**config.mk**
```make
export PLATFORM = sky130hd
export DESIGN_NAME = sync_fifo_param
export DESIGN_NICKNAME = d
export VERILOG_FILES = /design/src/rtl/sync_fifo_param.sv
export SDC_FILE = /design/constraint.sdc
export NUM_CORES = 1
export LEC_CHECK = 0
export CORE_ASPECT_RATIO = 1.75
export CORE_MARGIN = 2
export CORE_UTILIZATION = 58
export DETAILED_ROUTE_END_ITERATION = 16
export HOLD_SLACK_MARGIN = 0.15
export PLACE_DENSITY = 0.91
export SYNTH_ARGS = -nofsm -noshare
export SYNTH_HDL_FRONTEND = slang
export SYNTH_SLANG_ARGS = --single-unit
```
**constraint.sdc**
```tcl
create_clock -name clock -period 5.7 [get_ports clock]
set_input_delay 0.855 -clock clock [delete_from_list [all_inputs] [get_ports clock]]
set_output_delay 0.855 -clock clock [all_outputs]
set_load 0.1 [all_outputs]
```
**src/rtl/sync_fifo_param.sv**
```systemverilog
// Parameterised single-clock FIFO with occupancy count, watermark flags and overflow/underflow pulses.
// Define SYNC_FIFO_FWFT_EN for first-word fall-through output; otherwise DATAOUT is registered (1-cycle latency).
module sync_fifo_param #(
   parameter int WIDTH    = 32,
   parameter int DEPTH    = 8,
   parameter int AF_LEVEL = DEPTH - 2,
   parameter int AE_LEVEL = 2
) (
   input  logic                     clock,
   input  logic                     reset,
   input  logic                     wn,
   input  logic                     rn,
   input  logic [WIDTH-1:0]         DATAIN,
   output logic [WIDTH-1:0]         DATAOUT,
   output logic                     full,
   output logic                     empty,
   output logic                     almost_full,
   output logic                     almost_empty,
   output logic [$clog2(DEPTH):0]   count,
   output logic                     overflow,
   output logic                     underflow
);

   localparam int AW = $clog2(DEPTH);
   localparam int CW = AW + 1;
   localparam logic [CW-1:0] FULL_LEVEL = CW'(DEPTH);
   localparam logic [CW-1:0] AF_THRESH  = CW'(AF_LEVEL);
   localparam logic [CW-1:0] AE_THRESH  = CW'(AE_LEVEL);

   logic [WIDTH-1:0] mem [DEPTH];
   logic [AW-1:0]    wptr_reg;
   logic [AW-1:0]    rptr_reg;
   logic [CW-1:0]    count_reg;
   logic             overflow_reg;
   logic             underflow_reg;
   logic             wr_ok;
   logic             rd_ok;

   assign empty        = (count_reg == '0);
   assign full         = (count_reg == FULL_LEVEL);
   assign almost_full  = (count_reg >= AF_THRESH);
   assign almost_empty = (count_reg <= AE_THRESH);
   assign count        = count_reg;
   assign overflow     = overflow_reg;
   assign underflow    = underflow_reg;

   // A read at full frees the head slot on the same edge, so the write may proceed.
   assign rd_ok = rn & ~empty;
   assign wr_ok = wn & (~full | rd_ok);

   // Storage has no reset so it can map onto block RAM.
   always_ff @(posedge clock) begin
      if (wr_ok) begin
         mem[wptr_reg] <= DATAIN;
      end
   end

   always_ff @(posedge clock or posedge reset) begin
      if (reset) begin
         wptr_reg      <= '0;
         rptr_reg      <= '0;
         count_reg     <= '0;
         overflow_reg  <= 1'b0;
         underflow_reg <= 1'b0;
      end else begin
         overflow_reg  <= wn & ~wr_ok;
         underflow_reg <= rn & ~rd_ok;
         if (wr_ok) begin
            wptr_reg <= wptr_reg + AW'(1);
         end
         if (rd_ok) begin
            rptr_reg <= rptr_reg + AW'(1);
         end
         if (wr_ok && !rd_ok) begin
            count_reg <= count_reg + CW'(1);
         end else if (rd_ok && !wr_ok) begin
            count_reg <= count_reg - CW'(1);
         end
      end
   end

`ifdef SYNC_FIFO_FWFT_EN
   assign DATAOUT = empty ? '0 : mem[rptr_reg];
`else
   logic [WIDTH-1:0] dout_reg;

   always_ff @(posedge clock or posedge reset) begin
      if (reset) begin
         dout_reg <= '0;
      end else if (rd_ok) begin
         dout_reg <= mem[rptr_reg];
      end
   end

   assign DATAOUT = dout_reg;
`endif

endmodule
```
==> metrics.md <==
| Metric | Value |
|---|---|
| Slew Viols, Final | `0` |
| Max H-tree Level | `1` |
| Nets | `774` |
| Worst VDD drop | `0.0005087 V` |
| Cell Area, Synth | `11570 µm²` |
| Synth Warn # | `0` |
| Top Ports | `78` |
| Slew @ Worst Pin | `1.181 ns` |
| Filler cells | `1133` |
| Worst Setup Start Kind | `register` |
| Sequential fraction of the synthesis area | `0.7598` |
| Clock Latency Late Sink | `0.52 ns` |
| Syn_area_per_cell | `17.80 µm²` |
| Clock Skews | `0.01227 ns` |
| Max_cap viols | `0` |
| F_max | `273.0 MHz` |
| CTS tree | `done` |
| Largest register FFs | `256` |
| First-pass GRT wire length | `36310 µm` |
| Hold Slack | `0.4798 ns` |
| Yosys cell types | `41` |
| Rows | `68` |
| Area growth from synthesis to layout | `16.06%` |
| Starting Density | `0.5886` |
| Fin crit period | `3.664 ns` |
| Worst hold-check path type | `register to register` |
| Final Hold Viols | `0` |
| Crit. End Element | `output port` |
| Largest net degree at the start of global routing | `71` |
| Router iterations before antenna repair | `5` |
| Post-Syn Instances | `650` |
| CTS clk-pin slew, worst paths | `0.07 ns` |
| CTS root buf | `clkbuf_16` |
| CP Class | `register to output port` |
| Post-Synthesis Net Count | `692` |
| Vias in the first global route | `6627` |
| Leakage | `4.657 nW` |
| Yosys reg bits | `300` |
| Ant. Diodes | `0` |
| Initial antenna violation count | `0` |
| Core region area | `19650 µm²` |
| Port bufs | `77` |
| Post-synth EDFFs | `256` |
| Post_cts resized | `0` |
| Total gr overflow | `0` |
| Final setup fails | `0` |
| Final antenna-violating net count | `0` |
| # hold bufs at CTS | `0` |
| Dominant synthesized flop cell | `edfxtp_1` |
| Via/cell ratio | `6.293` |
| Clk buf depth | `3` |
| Status | `finished, final reports clean` |
| Dpl hpwl | `13690 µm` |
| DRT iter0 DRCs | `462` |
| Slew HR | `0.2117` |
| FFs w/ async S/R, synth | `0.1467` |
| DRT Wirelength | `23890 µm` |
| Avg WL per Cell | `24.01 µm` |
| Height of the die | `190.8 µm` |
| Post-route insts no fill | `995` |
| Routability cong. | `0.7749` |
| Placed Cells incl. Taps | `950` |
| Layout cell share with drive strength beyond 1 | `0.1813` |
| Post-CTS setup buffers | `0` |
| GRT Total Usage | `0.2242` |
| CP Data Required Time | `4.85 ns` |
| Number of remaining DRC errors | `0` |
| Die X | `110.8 µm` |
| Full die area | `21130 µm²` |
| CTS buffer count | `25` |
| Setup TNS | `0 ns` |
| RSZ-0062 raised after global routing | `false` |
| Critical Path Fanout Max | `7` |
| Period utilization | `0.6427` |
| Cell Pwr Density | `590.2 nW/µm²` |
| Arr. time, crit path | `2.81 ns` |
| Via count | `6262` |
| Clk sink count | `300` |
[cell families (layout without fill, tap and decap cells)]
| family | Yosys count | after routing | share of synthesized area |
|---|---|---|---|
| compound gates | 106 | 106 | 0.06598 |
| mux | 130 | 130 | 0.1196 |
| flops | 300 | 300 | 0.7598 |
| xor+xnor | 6 | 6 | 0.004543 |
| buf+inv | 40 | 140 | 0.01871 |
| fa+ha+maj | 6 | 6 | 0.007139 |
| simple gates | 62 | 62 | 0.02423 |
[per-stage QoR]
step                  util  total power [W]  setup WS, ns  instance area [µm²]
CTS                 0.6831         0.007931         2.012                13430
finish              0.6831         0.007924         2.036                13430
floorplan                -         0.005390        0.6947                11570
global placement    0.6415         0.006084         2.196                12610
global route        0.6831         0.008184         1.971                13430
detailed placement  0.6415         0.006237         2.110                12610
[synthesized netlist by cell type, types with 2 or more instances]
master / number / area, µm²
edfxtp_1: 256 / 7687
nor4_1: 3 / 18.77
ha_1: 5 / 62.56
buf_4: 7 / 52.55
mux2_2: 66 / 743.2
a22oi_1: 23 / 172.7
clkbuf_2: 2 / 10.01
nand2_1: 39 / 146.4
dfrtp_1: 44 / 1101
mux2i_1: 64 / 640.6
nor2_1: 6 / 22.52
xnor2_1: 5 / 43.79
o22ai_1: 9 / 56.30
buf_2: 9 / 45.04
nand2b_1: 3 / 18.77
o221ai_1: 23 / 201.4
o21ai_1: 5 / 25.02
o21ai_0: 28 / 140.1
inv_1: 4 / 15.01
buf_6: 3 / 33.78
clkbuf_1: 13 / 48.80
a221o_1: 10 / 100.1
nor3_1: 5 / 25.02
[placed cells by master (no fill, tap or decap), types with 2 or more instances in the layout]
master           Yosys  routed
a22oi_1             23      23
clkdlybuf4s50_1      0      77
edfxtp_1           256     256
mux2_2              66      66
o22ai_1              9       9
clkbuf_1            13       5
xnor2_1              5       5
dfrtp_1             44      43
nand2_1             39      39
o221ai_1            23      23
nor2_1               6       2
a221o_1             10      10
clkinv_4             0       2
ha_1                 5       5
mux2i_1             64      64
inv_2                1       2
inv_1                4       3
clkinvlp_4           0       2
o21ai_1              5       5
bufinv_16            0       3
clkinv_1             0       2
clkinv_2             0       4
nor3_2               0       4
buf_4                7      13
nor4_2               0       2
nand2b_1             3       3
o21ai_0             28      28
clkbuf_16            0      25
nor2_4               0       3
[critical path, stage by stage (launching register included)]
cell,delay (ns)
dfrtp_1,0.48
or4b_4,0.62
inv_1,0.07
clkdlybuf4s50_1,1.12
[power by group]
part           internal [W]  switching (W)
clock network      0.000962       0.000736
registers           0.00282       0.000305
logic              0.000962        0.00214
total               0.00475        0.00318
[worst paths after layout]
| check | depth (start not counted) | to | slack [ns] | start |
|---|---|---|---|---|
| setup / recovery | 3 | full | 2.04 | count[0]$_DFFE_PP0P_ |
| hold / removal | 2 | DATAOUT[4]$_DFFE_PP0P_ | 0.48 | DATAOUT[4]$_DFFE_PP0P_ |
| setup reg to reg | 10 | count[3]$_DFFE_PP0P_ | 2.35 | count[0]$_DFFE_PP0P_ |
| hold reg to reg | 2 | DATAOUT[4]$_DFFE_PP0P_ | 0.48 | DATAOUT[4]$_DFFE_PP0P_ |
| max in group asynchronous | 2 | rptr_reg[0]$_DFFE_PP0P_ | 4.02 | reset |
| min in group asynchronous | 2 | DATAOUT[15]$_DFFE_PP0P_ | 0.90 | reset |
[per-layer routing]
layer	up-vias	GRT usage	part of all wire
met3	72	0.02924	0.062
met2	283	0.3992	0.53
met5	-	0	0
met1	3174	0.2627	0.36
met4	0	0.1250	0.044
li1	2733	-	-
[area by class of cell]
type | instances | area (µm²) | area share
Inverter | 5 | 18.77 | 0.001398
Sequential cell | 300 | 8792 | 0.6549
Multi-Input combinational cell | 310 | 2623 | 0.1953
Clock buffer | 31 | 658.1 | 0.04902
Clock inverter | 14 | 158.9 | 0.01184
Tap cell | 245 | 306.5 | 0.02283
Timing Repair Buffer | 90 | 868.3 | 0.06468
Power figures use the tool's default switching activity.
